## config.mk

```make
export PLATFORM = sky130hd
export DESIGN_NAME = spi_slave_if_flat
export DESIGN_NICKNAME = d
export VERILOG_FILES = /design/src/rtl/spi_slave_if_if.sv /design/src/rtl/spi_slave_if.sv /design/src/flat_wrapper.sv
export SDC_FILE = /design/constraint.sdc
export NUM_CORES = 1
export LEC_CHECK = 0
export BUFFER_PORTS_ARGS = -buffer_cell sky130_fd_sc_hd__buf_2
export CELL_PAD_IN_SITES_DETAIL_PLACEMENT = 0
export CELL_PAD_IN_SITES_GLOBAL_PLACEMENT = 1
export CORE_MARGIN = 10
export CORE_UTILIZATION = 41
export DETAILED_ROUTE_END_ITERATION = 8
export PLACE_DENSITY = 0.77
export SLEW_MARGIN = 20
export SYNTH_ARGS = -nofsm -noshare
export SYNTH_HDL_FRONTEND = slang
export SYNTH_SLANG_ARGS = --single-unit
```

## constraint.sdc

```tcl
create_clock -name clk -period 2 [get_ports clk]
set_input_delay 0.4 -clock clk [delete_from_list [all_inputs] [get_ports clk]]
set_output_delay 0.4 -clock clk [all_outputs]
set_load 0.1 [all_outputs]
```

## src/rtl/spi_slave_if_if.sv

```systemverilog
// Strobe-style register bus between a host and the SPI slave.
// The host drives din/cmd/wr/rd; the slave answers with dout/ack/irq.
interface spi_slave_if_if;
  logic [10:0] din;
  logic        cmd;
  logic        wr;
  logic        rd;
  logic [11:0] dout;
  logic        ack;
  logic        irq;

  modport master (output din, cmd, wr, rd, input dout, ack, irq);
  modport slave  (input din, cmd, wr, rd, output dout, ack, irq);
endinterface

```

## src/rtl/spi_slave_if.sv

```systemverilog
// Mode-0 SPI slave with one TX and one RX holding register behind a strobe bus.
// SPI pins are oversampled by clk, so f_clk must be at least 8x f_SCK.
module spi_slave_if #(
  parameter logic [7:0] DUMMY_BYTE = 8'hFF
) (
  input  logic          clk,
  input  logic          rst,
  spi_slave_if_if.slave bus,
  input  logic          SPI_SCK,
  input  logic          SPI_nSS,
  input  logic          SPI_MOSI,
  output logic          SPI_MISO,
  output logic          SPI_MISO_OE
);

  typedef enum logic [1:0] {IDLE, LOAD, SHIFT} state_t;

  state_t      state;
  logic        sck_meta, sck_s, sck_prev;
  logic        nss_meta, nss_s, nss_prev;
  logic        mosi_meta, mosi_s;
  logic        en, ie, irq_f, ovr, rxf, txe, ack_r, reload_pending;
  logic [7:0]  rx_data, tx_hold, tx_shr;
  logic [6:0]  rx_shr;
  logic [2:0]  bitcnt;
  logic        do_cmd, do_wr, do_rd, en_next;
  logic        sck_rise, sck_fall, nss_fall, oe;

  assign do_cmd   = bus.cmd;
  assign do_wr    = bus.wr & ~bus.cmd;
  assign do_rd    = bus.rd & ~bus.cmd & ~bus.wr;
  assign en_next  = bus.cmd ? bus.din[10] : en;
  assign sck_rise = sck_s & ~sck_prev;
  assign sck_fall = ~sck_s & sck_prev;
  assign nss_fall = ~nss_s & nss_prev;

  assign oe          = en & ~nss_s;
  assign SPI_MISO_OE = oe;
  assign SPI_MISO    = oe ? tx_shr[7] : 1'b0;
  assign bus.dout    = {irq_f, ovr, rxf, txe, rx_data};
  assign bus.ack     = ack_r;
  assign bus.irq     = irq_f;

  always_ff @(posedge clk) begin
    if (rst) begin
      sck_meta  <= 1'b0;
      sck_s     <= 1'b0;
      sck_prev  <= 1'b0;
      nss_meta  <= 1'b1;
      nss_s     <= 1'b1;
      nss_prev  <= 1'b1;
      mosi_meta <= 1'b0;
      mosi_s    <= 1'b0;
    end else begin
      sck_meta  <= SPI_SCK;
      sck_s     <= sck_meta;
      sck_prev  <= sck_s;
      nss_meta  <= SPI_nSS;
      nss_s     <= nss_meta;
      nss_prev  <= nss_s;
      mosi_meta <= SPI_MOSI;
      mosi_s    <= mosi_meta;
    end
  end

  // Statement order sets same-cycle precedence: byte completion overrides
  // cmd-clear and rd, and a wr overrides the TXE set done by a load.
  always_ff @(posedge clk) begin
    if (rst) begin
      state          <= IDLE;
      en             <= 1'b0;
      ie             <= 1'b0;
      irq_f          <= 1'b0;
      ovr            <= 1'b0;
      rxf            <= 1'b0;
      txe            <= 1'b1;
      ack_r          <= 1'b0;
      reload_pending <= 1'b0;
      rx_data        <= 8'h00;
      tx_hold        <= 8'h00;
      tx_shr         <= 8'h00;
      rx_shr         <= 7'h00;
      bitcnt         <= 3'd0;
    end else begin
      ack_r <= bus.cmd | bus.wr | bus.rd;

      if (do_cmd) begin
        en <= bus.din[10];
        ie <= bus.din[9];
        if (bus.din[8]) begin
          irq_f <= 1'b0;
          ovr   <= 1'b0;
        end
      end
      if (do_rd)
        rxf <= 1'b0;

      if (!en_next || nss_s) begin
        state          <= IDLE;
        bitcnt         <= 3'd0;
        reload_pending <= 1'b0;
      end else begin
        case (state)
          IDLE: begin
            if (nss_fall)
              state <= LOAD;
          end
          LOAD: begin
            tx_shr <= txe ? DUMMY_BYTE : tx_hold;
            txe    <= 1'b1;
            bitcnt <= 3'd0;
            state  <= SHIFT;
          end
          SHIFT: begin
            if (sck_rise) begin
              if (bitcnt == 3'd7) begin
                rx_data        <= {rx_shr, mosi_s};
                rxf            <= 1'b1;
                bitcnt         <= 3'd0;
                reload_pending <= 1'b1;
                if (rxf && !do_rd)
                  ovr <= 1'b1;
                if (ie)
                  irq_f <= 1'b1;
              end else begin
                rx_shr <= {rx_shr[5:0], mosi_s};
                bitcnt <= bitcnt + 3'd1;
              end
            end else if (sck_fall) begin
              if (reload_pending) begin
                tx_shr         <= txe ? DUMMY_BYTE : tx_hold;
                txe            <= 1'b1;
                reload_pending <= 1'b0;
              end else begin
                tx_shr <= {tx_shr[6:0], 1'b0};
              end
            end
          end
          default: state <= IDLE;
        endcase
      end

      if (do_wr) begin
        tx_hold <= bus.din[7:0];
        txe     <= 1'b0;
      end
    end
  end

endmodule

```

## src/flat_wrapper.sv

```systemverilog
// flat-port wrapper written by rule: the top's interface ports become plain ports
module spi_slave_if_flat 
#(
  parameter logic [7:0] DUMMY_BYTE = 8'hFF
)
  (clk, rst, SPI_SCK, SPI_nSS, SPI_MOSI, SPI_MISO, SPI_MISO_OE, bus_din, bus_cmd, bus_wr, bus_rd, bus_dout, bus_ack, bus_irq);
  spi_slave_if_if bus_i ();
  input  logic clk;
  input  logic rst;
  input  logic SPI_SCK;
  input  logic SPI_nSS;
  input  logic SPI_MOSI;
  output logic SPI_MISO;
  output logic SPI_MISO_OE;
  input wire logic [$bits(bus_i.din)-1:0] bus_din;
  input wire logic [$bits(bus_i.cmd)-1:0] bus_cmd;
  input wire logic [$bits(bus_i.wr)-1:0] bus_wr;
  input wire logic [$bits(bus_i.rd)-1:0] bus_rd;
  output wire logic [$bits(bus_i.dout)-1:0] bus_dout;
  output wire logic [$bits(bus_i.ack)-1:0] bus_ack;
  output wire logic [$bits(bus_i.irq)-1:0] bus_irq;
  assign bus_i.din = bus_din;
  assign bus_i.cmd = bus_cmd;
  assign bus_i.wr = bus_wr;
  assign bus_i.rd = bus_rd;
  assign bus_dout = bus_i.dout;
  assign bus_ack = bus_i.ack;
  assign bus_irq = bus_i.irq;
  spi_slave_if #(.DUMMY_BYTE(DUMMY_BYTE)) u_core (.clk(clk), .rst(rst), .bus(bus_i), .SPI_SCK(SPI_SCK), .SPI_nSS(SPI_nSS), .SPI_MOSI(SPI_MOSI), .SPI_MISO(SPI_MISO), .SPI_MISO_OE(SPI_MISO_OE));
endmodule
```

# After elaboration in Yosys (flattened, before gate mapping)
# Cells that the tools add are included.
[op_classes] addsub=1 eq_ne=12 mux=40 bitwise_logic=17 reduce_logical=16
[ops] op="$mux W8" count=4
[ops] op="$mux W1" count=29
[ops] op="$pmux W8 S2" count=1
[ops] op="$reduce_and A4 Y1" count=3
[ops] op="$ne A2 B1 Y1 const B" count=4
[ops] op="$not A1 Y1" count=8
[ops] op="$and A1 B1 Y1" count=7
[ops] op="$mux W3" count=2
[ops] op="$ne A3 B1 Y1 const B" count=2
[ops] op="$pmux W2 S3" count=1
[ops] op="$pmux W3 S2" count=1
[ops] op="$reduce_and A5 Y1" count=1
[ops] op="$ne A2 B2 Y1 const B" count=2
[ops] op="$reduce_and A2 Y1" count=2
[ops] op="$reduce_bool A2 Y1" count=2
[ops] op="$add A3 B1 Y3 const B" count=1
[ops] op="$eq A3 B3 Y1 const B" count=1
[ops] op="$ne A3 B2 Y1 const B" count=1
[ops] op="$reduce_and A3 Y1" count=1
[ops] op="$reduce_bool A3 Y1" count=1
[ops] op="$eq A2 B1 Y1 const B" count=1
[ops] op="$eq A2 B2 Y1 const B" count=1
[ops] op="$logic_not A1 Y1" count=2
[ops] op="$logic_not A2 Y1" count=1
[ops] op="6 further kinds" count=7
[totals] register_bits=52 in_bits=19 out_inout_bits=16 elab_cells=108

# Longest topological paths before layout
# Gate-level depths: netlist of the first run.
[depth] depth_word=10 mapped_depth=9 depth_no_buf=6

# Least setup slack after synthesis of the first run
# OpenSTA, ideal clock, no wires.
[synth_timing] path_type="reg2out" start="register u_core.nss_s" end="output SPI_MISO" arrival_ps=2665 t_required_ps=1600 setup_slack_ps=-1065 path_stages_with_launch=3 path_buffers=0 cell_sequence="dfxtp_1 nor2b_1 and2_1"
[synth_via] elab_chain_cells=3
[synth_rtl] element="from (decl)" line_no="spi_slave_if.sv:20" rtl="logic nss_meta, nss_s, nss_prev;"
[synth_rtl] element="from (signal assigned)" line_no="spi_slave_if.sv:59" rtl="nss_s <= nss_meta;"
[synth_rtl] element="$not A1 Y1" line_no="spi_slave_if.sv:37" rtl="assign oe = en & ~nss_s;"
[synth_rtl] element="$and A1 B1 Y1" line_no="spi_slave_if.sv:37"
[synth_rtl] element="via SPI_MISO_OE" line_no="flat_wrapper.sv:14" rtl="output logic SPI_MISO_OE;"
[synth_rtl] element="$mux W1" line_no="spi_slave_if.sv:39" rtl="assign SPI_MISO = oe ? tx_shr[7] : 1'b0;"
[synth_rtl] element="to (decl)" line_no="flat_wrapper.sv:13" rtl="output logic SPI_MISO;"
# The timed path passes the listed nets, and every way through them passes these cells.

# Worst setup path after layout of the first run
[layout_timing] start="register u_core.nss_s" end="output SPI_MISO"
[layout_via] elab_chain_cells=3
[layout_rtl] element="$not A1 Y1" line_no="spi_slave_if.sv:37"
[layout_rtl] element="$and A1 B1 Y1" line_no="spi_slave_if.sv:37"
[layout_rtl] element="$mux W1" line_no="spi_slave_if.sv:39"
# No other way between the ends.

==> summary.txt, run 1 <==
outcome -> complete, no violations
dpl cells -> 327
multi-input logic area -> 946 um2
drt pass-1 iters -> 4
reg2reg end -> u_core.ovr
share of cells above drive strength 1 -> 0.220
Clk network pwr share -> 0.332
FF/Latch Area -> 1040 um2
sw frac -> 0.239
worst rel slew slack -> 0.634
reg2reg start -> u_core.bitcnt[0]
endpoints failing hold -> 0
Worst Setup EP -> SPI_MISO
CTS Hold Buffers Added -> 0
Overflow after GRT -> 0
Leakage -> 0.000917 uW
routability cong. -> 0.718
number of antenna violations at the first check in global routing -> 0
Power per Cell Area -> 735 nW/um2
starting density of the core -> 0.434
Crit Path Max Fanout -> 7
Total GRT Usage -> 0.101
Die Span Y -> 91.4 um
synthesized cell area -> 2090 um2
Distinct cells, synth -> 31
CP max stage cell -> dfxtp_1
core area -> 4820 um2
synthesized instance count -> 237
vias in the first global route -> 1,498
I/O Pins -> 35
worst vdd ir -> 0.558 mV
crit start category -> flip-flop
setup slack after placement -> 0.0990 ns
Hold Crit Class -> primary input to flip-flop
Cell Int Power -> 1350 uW
nets@finish -> 291
largest net degree at the start of global routing -> 21
drt wl/cell -> 12.1 um
Slew @ Worst Pin -> 0.549 ns
final worst path period need -> 1.85 ns
post-DP HPWL -> 2980 um
clock tree buffer depth -> 2
H-tree levels -> 2
Synth Warn # -> 0
Final Instance Count excl. Fillers -> 335
Sequential Power Share -> 0.602
later-pin clock latency in the skew report -> 0.30 ns
Clock Pin Slew Worst Setup and Hold Paths -> 0.09 ns
clk_skew -> 0.00694 ns
Syn Nets -> 261
area grow syn2layout -> 15.2%
total negative slack -> 0 ns
Max-Cap Viols -> 0
ANT cells -> 0
TritonCTS clock tree -> done
met2 Use GR -> 0.162
TritonCTS Buffers -> 5
FF-to-FF path depth -> 5
Mean Syn Cell Area -> 8.81 um2
worst-path cell chain -> nor2b_4 -> and2_2 -> buf_2
row cnt -> 25
Die W -> 91.4 um
Root Buffer Master -> clkbuf_8
final-layout fill cell count -> 503
Final Slew Violations -> 0
WP buf/inv -> 1
Fmax -> 539 MHz
Final Cycle Share -> 0.927
Seq/Total Area, Yosys -> 0.499
Die ar. -> 8350 um2
net switching power -> 423 uW
flops & latches, synth -> 52
Levels on crit path -> 3
first-pass GRT wire length -> 6950 um
Data required, critical path -> 1.60 ns
Detailed Route WL -> 4060 um
worst reg-to-reg setup slack -> 0.26 ns
RSZ-0062 raised after global routing -> no
via-per-instance ratio -> 4.71
GRT busiest layer -> met2
PortBufs -> 34
Antenna Nets Post-Route -> 0
Finish-stage setup viols -> 0
PostCTS Resize Cnt -> 0
drt drc -> 0
Via Count -> 1,578
beginning of the critical path -> u_core.nss_s
Setup WS post-layout -> 0.146 ns
Arrival @ worst endpoint -> 1.45 ns
min-delay src -> SPI_nSS
Initial DRC Count -> 51
M1 GR Usage -> 0.120
combinational power share -> 0.066
WS Path Type -> flip-flop to primary output
grt met3 use -> 0.0321
clock sinks -> 52
Setup Buffers After CTS -> 0
CP Capture Type -> primary output
Crit path max-delay family -> flip-flops
Largest stage delay, worst path -> 0.43 ns
sequential cells by signal (all words and copies together) (netlist names), 2 cells and up:
name	cells
u_core.bitcnt	3
u_core.tx_shr	8
u_core.tx_hold	8
u_core.state	2
u_core.rx_shr	7
u_core.rx_data	8
per-stage QoR:
stage          area, um2  hold WS, ns   util  power [uW]
2_1_floorplan       2100        0.389      -        1170
3_3_place_gp        2310        0.396  0.480        1210
3_5_place_dp        2310        0.393  0.480        1210
4_1_cts             2400        0.256  0.498        1800
5_1_grt             2400        0.269  0.499        1870
6_report            2400        0.270  0.499        1770
power groups by stage:
stage	clock, uW	combinational, uW	sequential (uW)
after floorplan	0	75.1	1100
final	587	117	1060
after global placement	0	118	1090
after detailed placement	0	119	1090
after CTS	619	119	1070
after global routing	670	130	1070
layer usage:
metal / up-vias / routed length [um]
met5: - / 0
met4: 0 / 74
met3: 8 / 151
met2: 22 / 1870
met1: 709 / 1970
li1: 839 / -
cells in the final DEF (no fill, tap or decap), types with 2 or more instances in the layout:
cell | netlist | layout
buf_4 | 5 | 8
nand2b_1 | 12 | 12
nor3_1 | 3 | 2
buf_2 | 2 | 34
clkbuf_8 | 0 | 5
nor2b_1 | 7 | 6
o211ai_1 | 8 | 8
mux2i_1 | 9 | 9
dfxtp_1 | 52 | 52
or2_2 | 4 | 4
ha_1 | 5 | 5
nor2_1 | 26 | 26
a21oi_1 | 31 | 31
inv_1 | 4 | 4
nand2_1 | 42 | 42
a22oi_1 | 2 | 2
area by class of cell:
cell class / count / share of cell area
Clock buffer: 6 / 0.0302
Inverter: 4 / 0.00624
Tap cell: 67 / 0.0349
Multi-Input combinational cell: 162 / 0.393
Timing Repair Buffer: 42 / 0.0957
Clock inverter: 2 / 0.00676
Sequential cell: 52 / 0.433
worst min-delay path by stage:
| stage | to | slack [ns] | cells after the start |
|---|---|---|---|
| 5_1_grt | u_core.nss_meta | 0.27 | 2 |
| 4_1_cts | u_core.nss_meta | 0.26 | 2 |
| 3_5_place_dp | u_core.nss_s | 0.39 | 1 |
| 2_1_floorplan | u_core.nss_s | 0.39 | 1 |
| 3_3_place_gp | u_core.nss_s | 0.40 | 1 |
| 6_report | u_core.nss_meta | 0.27 | 2 |
cells in the mapped netlist, drive strengths merged:
library cell  count  area (um2)
a2111oi           1        27.5
a21oi            31         155
a22o              1        8.76
a22oi             2        15.0
and2              1        6.26
and3b             1        8.76
buf              11        70.1
clkbuf            8        30.0
dfxtp            52        1040
ha                5        62.6
inv               4        15.0
mux2i            10         104
nand2            42         158
nand2b           12        75.1
nand3b            1        7.51
nand4b            1        8.76
nor2             26        97.6
nor2b             7        43.8
nor3              3        15.0
nor4              1        21.3
o211ai            8        60.1
o21ai             1        5.00
o21bai            1        7.51
o22ai             1        6.26
o31ai             1        7.51
or2               4        25.0
or3               1        6.26
logic make-up (layout without fill, tap and decap cells):
| kind of cell | count (synthesis) | count (layout) | synth area share |
|---|---|---|---|
| AOI/OAI and AO/OA | 47 | 47 | 0.140 |
| adders and majority gates | 5 | 5 | 0.0300 |
| buffers and inverters | 23 | 54 | 0.0551 |
| DFF | 52 | 52 | 0.499 |
| muxes | 10 | 10 | 0.0497 |
| and+or+nand+nor | 100 | 100 | 0.226 |
worst reg2reg max path, delay by kind of cell (launching register included):
family          cells  cell delay [ns]
compound gates      1             0.27
fa+ha+maj           2             0.32
flops               1             0.37
simple gates        2             0.70
Note: power is estimated with default switching activity, not from simulation.
==> run 2: changes to the inputs <==
--- a/config.mk
+++ b/config.mk
@@ -9,9 +9,9 @@
 export CELL_PAD_IN_SITES_DETAIL_PLACEMENT = 0
 export CELL_PAD_IN_SITES_GLOBAL_PLACEMENT = 1
 export CORE_MARGIN = 10
-export CORE_UTILIZATION = 41
+export CORE_UTILIZATION = 37
 export DETAILED_ROUTE_END_ITERATION = 8
-export PLACE_DENSITY = 0.77
+export PLACE_DENSITY = 0.74
 export SLEW_MARGIN = 20
 export SYNTH_ARGS = -nofsm -noshare
 export SYNTH_HDL_FRONTEND = slang
==> constraint.sdc (replaced) <==
create_clock -name clk -period 1.7 [get_ports clk]
set_input_delay 0.34 -clock clk [delete_from_list [all_inputs] [get_ports clk]]
set_output_delay 0.34 -clock clk [all_outputs]
set_load 0.1 [all_outputs]
==> run 2 against run 1 <==
Against the previous run: clock skew fell by 0.0031 ns; count of clock-buffer cells in the layout did not move; largest cell class unchanged; power rose by 20%; via count rose by 3.9%; register-to-register slack got worse by 0.17 ns; critical endpoint is now u_core.ovr; worst hold slack got worse by 0.052 ns; final area rose by 6.9%; non-clock buffer count rose by 8; setup slack got worse by 0.051 ns; global-route usage barely moved; sequential share of layout area fell by 2.5 points.
==> summary.txt, run 2 (synthesis gave the netlist of run 1 again) <==
crit start category -> flip-flop (unchanged)
Clock Pin Slew Worst Setup and Hold Paths -> 0.09 ns (about the same)
PortBufs -> 34 (unchanged)
nets@finish -> 299 (was 291)
share of cells above drive strength 1 -> 0.286 (was 0.220)
final-layout fill cell count -> 564 (was 503)
drt wl/cell -> 12.7 um (was 12.1 um)
drt pass-1 iters -> 4 (unchanged)
outcome -> complete, no violations (unchanged)
starting density of the core -> 0.379 (was 0.434)
clock tree buffer depth -> 2 (unchanged)
drt drc -> 0 (unchanged)
RSZ-0062 raised after global routing -> no (unchanged)
Setup WS post-layout -> 0.0948 ns (was 0.146 ns)
total negative slack -> 0 ns (unchanged)
Die W -> 95.1 um (was 91.4 um)
Power per Cell Area -> 828 nW/um2 (was 735 nW/um2)
WS Path Type -> flip-flop to flip-flop (was flip-flop to primary output)
later-pin clock latency in the skew report -> 0.30 ns (about the same)
routability cong. -> 0.730 (was 0.718)
final worst path period need -> 1.61 ns
FF-to-FF path depth -> 6 (was 5)
biggest regs -> u_core.rx_data: 8 flops, u_core.tx_hold: 8 flops, u_core.tx_shr: 8 flops (unchanged)
row cnt -> 27 (was 25)
endpoints failing hold -> 0 (unchanged)
post-DP HPWL -> 3150 um (was 2980 um)
Leakage -> 0.000977 uW (was 0.000917 uW)
clock sinks -> 52 (unchanged)
ANT cells -> 0 (unchanged)
worst vdd ir -> 0.527 mV (was 0.558 mV)
first-pass GRT wire length -> 7470 um (was 6950 um)
via-per-instance ratio -> 4.71 (about the same)
Final Slew Violations -> 0 (unchanged)
Arrival @ worst endpoint -> 1.82 ns (was 1.45 ns)
largest net degree at the start of global routing -> 30 (was 21)
H-tree levels -> 2 (unchanged)
Crit Path Max Fanout -> 5 (was 7)
worst rel slew slack -> 0.647 (was 0.634)
Hold Crit Class -> primary input to flip-flop (unchanged)
clk_skew -> 0.00381 ns (was 0.00694 ns)
Slew @ Worst Pin -> 0.519 ns (was 0.549 ns)
most frequent cells in the layout -> dfxtp_1, nand2_1, buf_2 (unchanged)
most common cell after layout, fill and taps aside -> dfxtp_1 (unchanged)
TritonCTS Buffers -> 5 (unchanged)
Antenna Nets Post-Route -> 0 (unchanged)
Total GRT Usage -> 0.101 (about the same)
Fmax -> 623 MHz
Via Count -> 1,639 (was 1,578)
Overflow after GRT -> 0 (unchanged)
Max-Cap Viols -> 0 (unchanged)
Detailed Route WL -> 4420 um (was 4060 um)
area grow syn2layout -> 23.1% (was 15.2%)
vias in the first global route -> 1,668 (was 1,498)
Hold Crit Depth -> 2 (unchanged)
core area -> 5510 um2 (was 4820 um2)
number of antenna violations at the first check in global routing -> 0 (unchanged)
Initial DRC Count -> 43 (was 51)
I/O Pins -> 35 (unchanged)
Finish-stage setup viols -> 0 (unchanged)
Die Span Y -> 95.1 um (was 91.4 um)
Root Buffer Master -> clkbuf_8 (unchanged)
Die ar. -> 9050 um2 (was 8350 um2)
CTS Hold Buffers Added -> 0 (unchanged)
TritonCTS clock tree -> done (unchanged)
CP Capture Type -> flip-flop (was primary output)
setup slack after placement -> 0.0113 ns (was 0.0990 ns)
worst reg-to-reg setup slack -> 0.09 ns (was 0.26 ns)
Final Cycle Share -> 0.944
Data required, critical path -> 1.92 ns (was 1.60 ns)
==> run 2: changes by cell type in the layout (fill, tap and decap cells not counted), moves of 3 or more <==
cell,change
dfxtp_1,-6
ha_1,-3
buf_12,+3
dfxtp_2,+6
buf_4,+5
==> run 2: per-layer routing <==
layer  GRT usage  vias to the layer above  share of wire
met4      0.0262                        0         0.0038
li1            -                      855              -
met1       0.115                      758           0.45
met2       0.177                       24           0.49
met3      0.0361                        2          0.053
met5           0                        -              0
==> run 2: critical path: stages (launching register included) <==
cell and delay, ns:
dfxtp_2 0.34, ha_2 0.19, ha_4 0.16, nand4b_1 0.13, or3_4 0.36, buf_4 0.16
o31ai_1 0.20
==> run 2: repair_timing <==
item | 4_1_cts | 5_1_grt
setup endpoints to repair | 2 | 28
gates resized for setup | 2 | 15
cloned | 0 | 1
pin swaps | 0 | 1
setup buffers | 0 | 1
==> run 2: where the power goes <==
group	switching, uW	leakage [uW]	internal (uW)
clock	398	0.0000516	333
sequential	14.0	0.000425	1240
combinational	88.7	0.000500	52.9
==> run 2: cell type report <==
class / count / area [um2] / area share
inverter: 4 / 15.0 / 0.00584
tap: 72 / 90.1 / 0.0351
timing repair buffer: 50 / 340 / 0.132
clock inverter: 2 / 13.8 / 0.00536
sequential: 52 / 1050 / 0.408
multi-input combinational: 162 / 980 / 0.381
clock buffer: 6 / 82.6 / 0.0321
==> run 2: through the flow <==
step / total power, uW / cells / instance area, um2 / hold slack [ns] / utilization
2_1_floorplan: 1380 / 237 / 2100 / 0.389 / -
3_3_place_gp: 1420 / 338 / 2410 / 0.393 / 0.437
3_5_place_dp: 1430 / 338 / 2410 / 0.398 / 0.437
4_1_cts: 2160 / 346 / 2510 / 0.204 / 0.456
5_1_grt: 2220 / 348 / 2570 / 0.208 / 0.467
6_report: 2130 / 348 / 2570 / 0.218 / 0.467
==> run 2: path summary, 6_finish.rpt <==
check                         end        startpoint
setup / recovery       u_core.ovr  u_core.bitcnt[0]
hold reg to reg      u_core.nss_s   u_core.nss_meta
hold / removal    u_core.nss_meta           SPI_nSS
setup reg to reg       u_core.ovr  u_core.bitcnt[0]
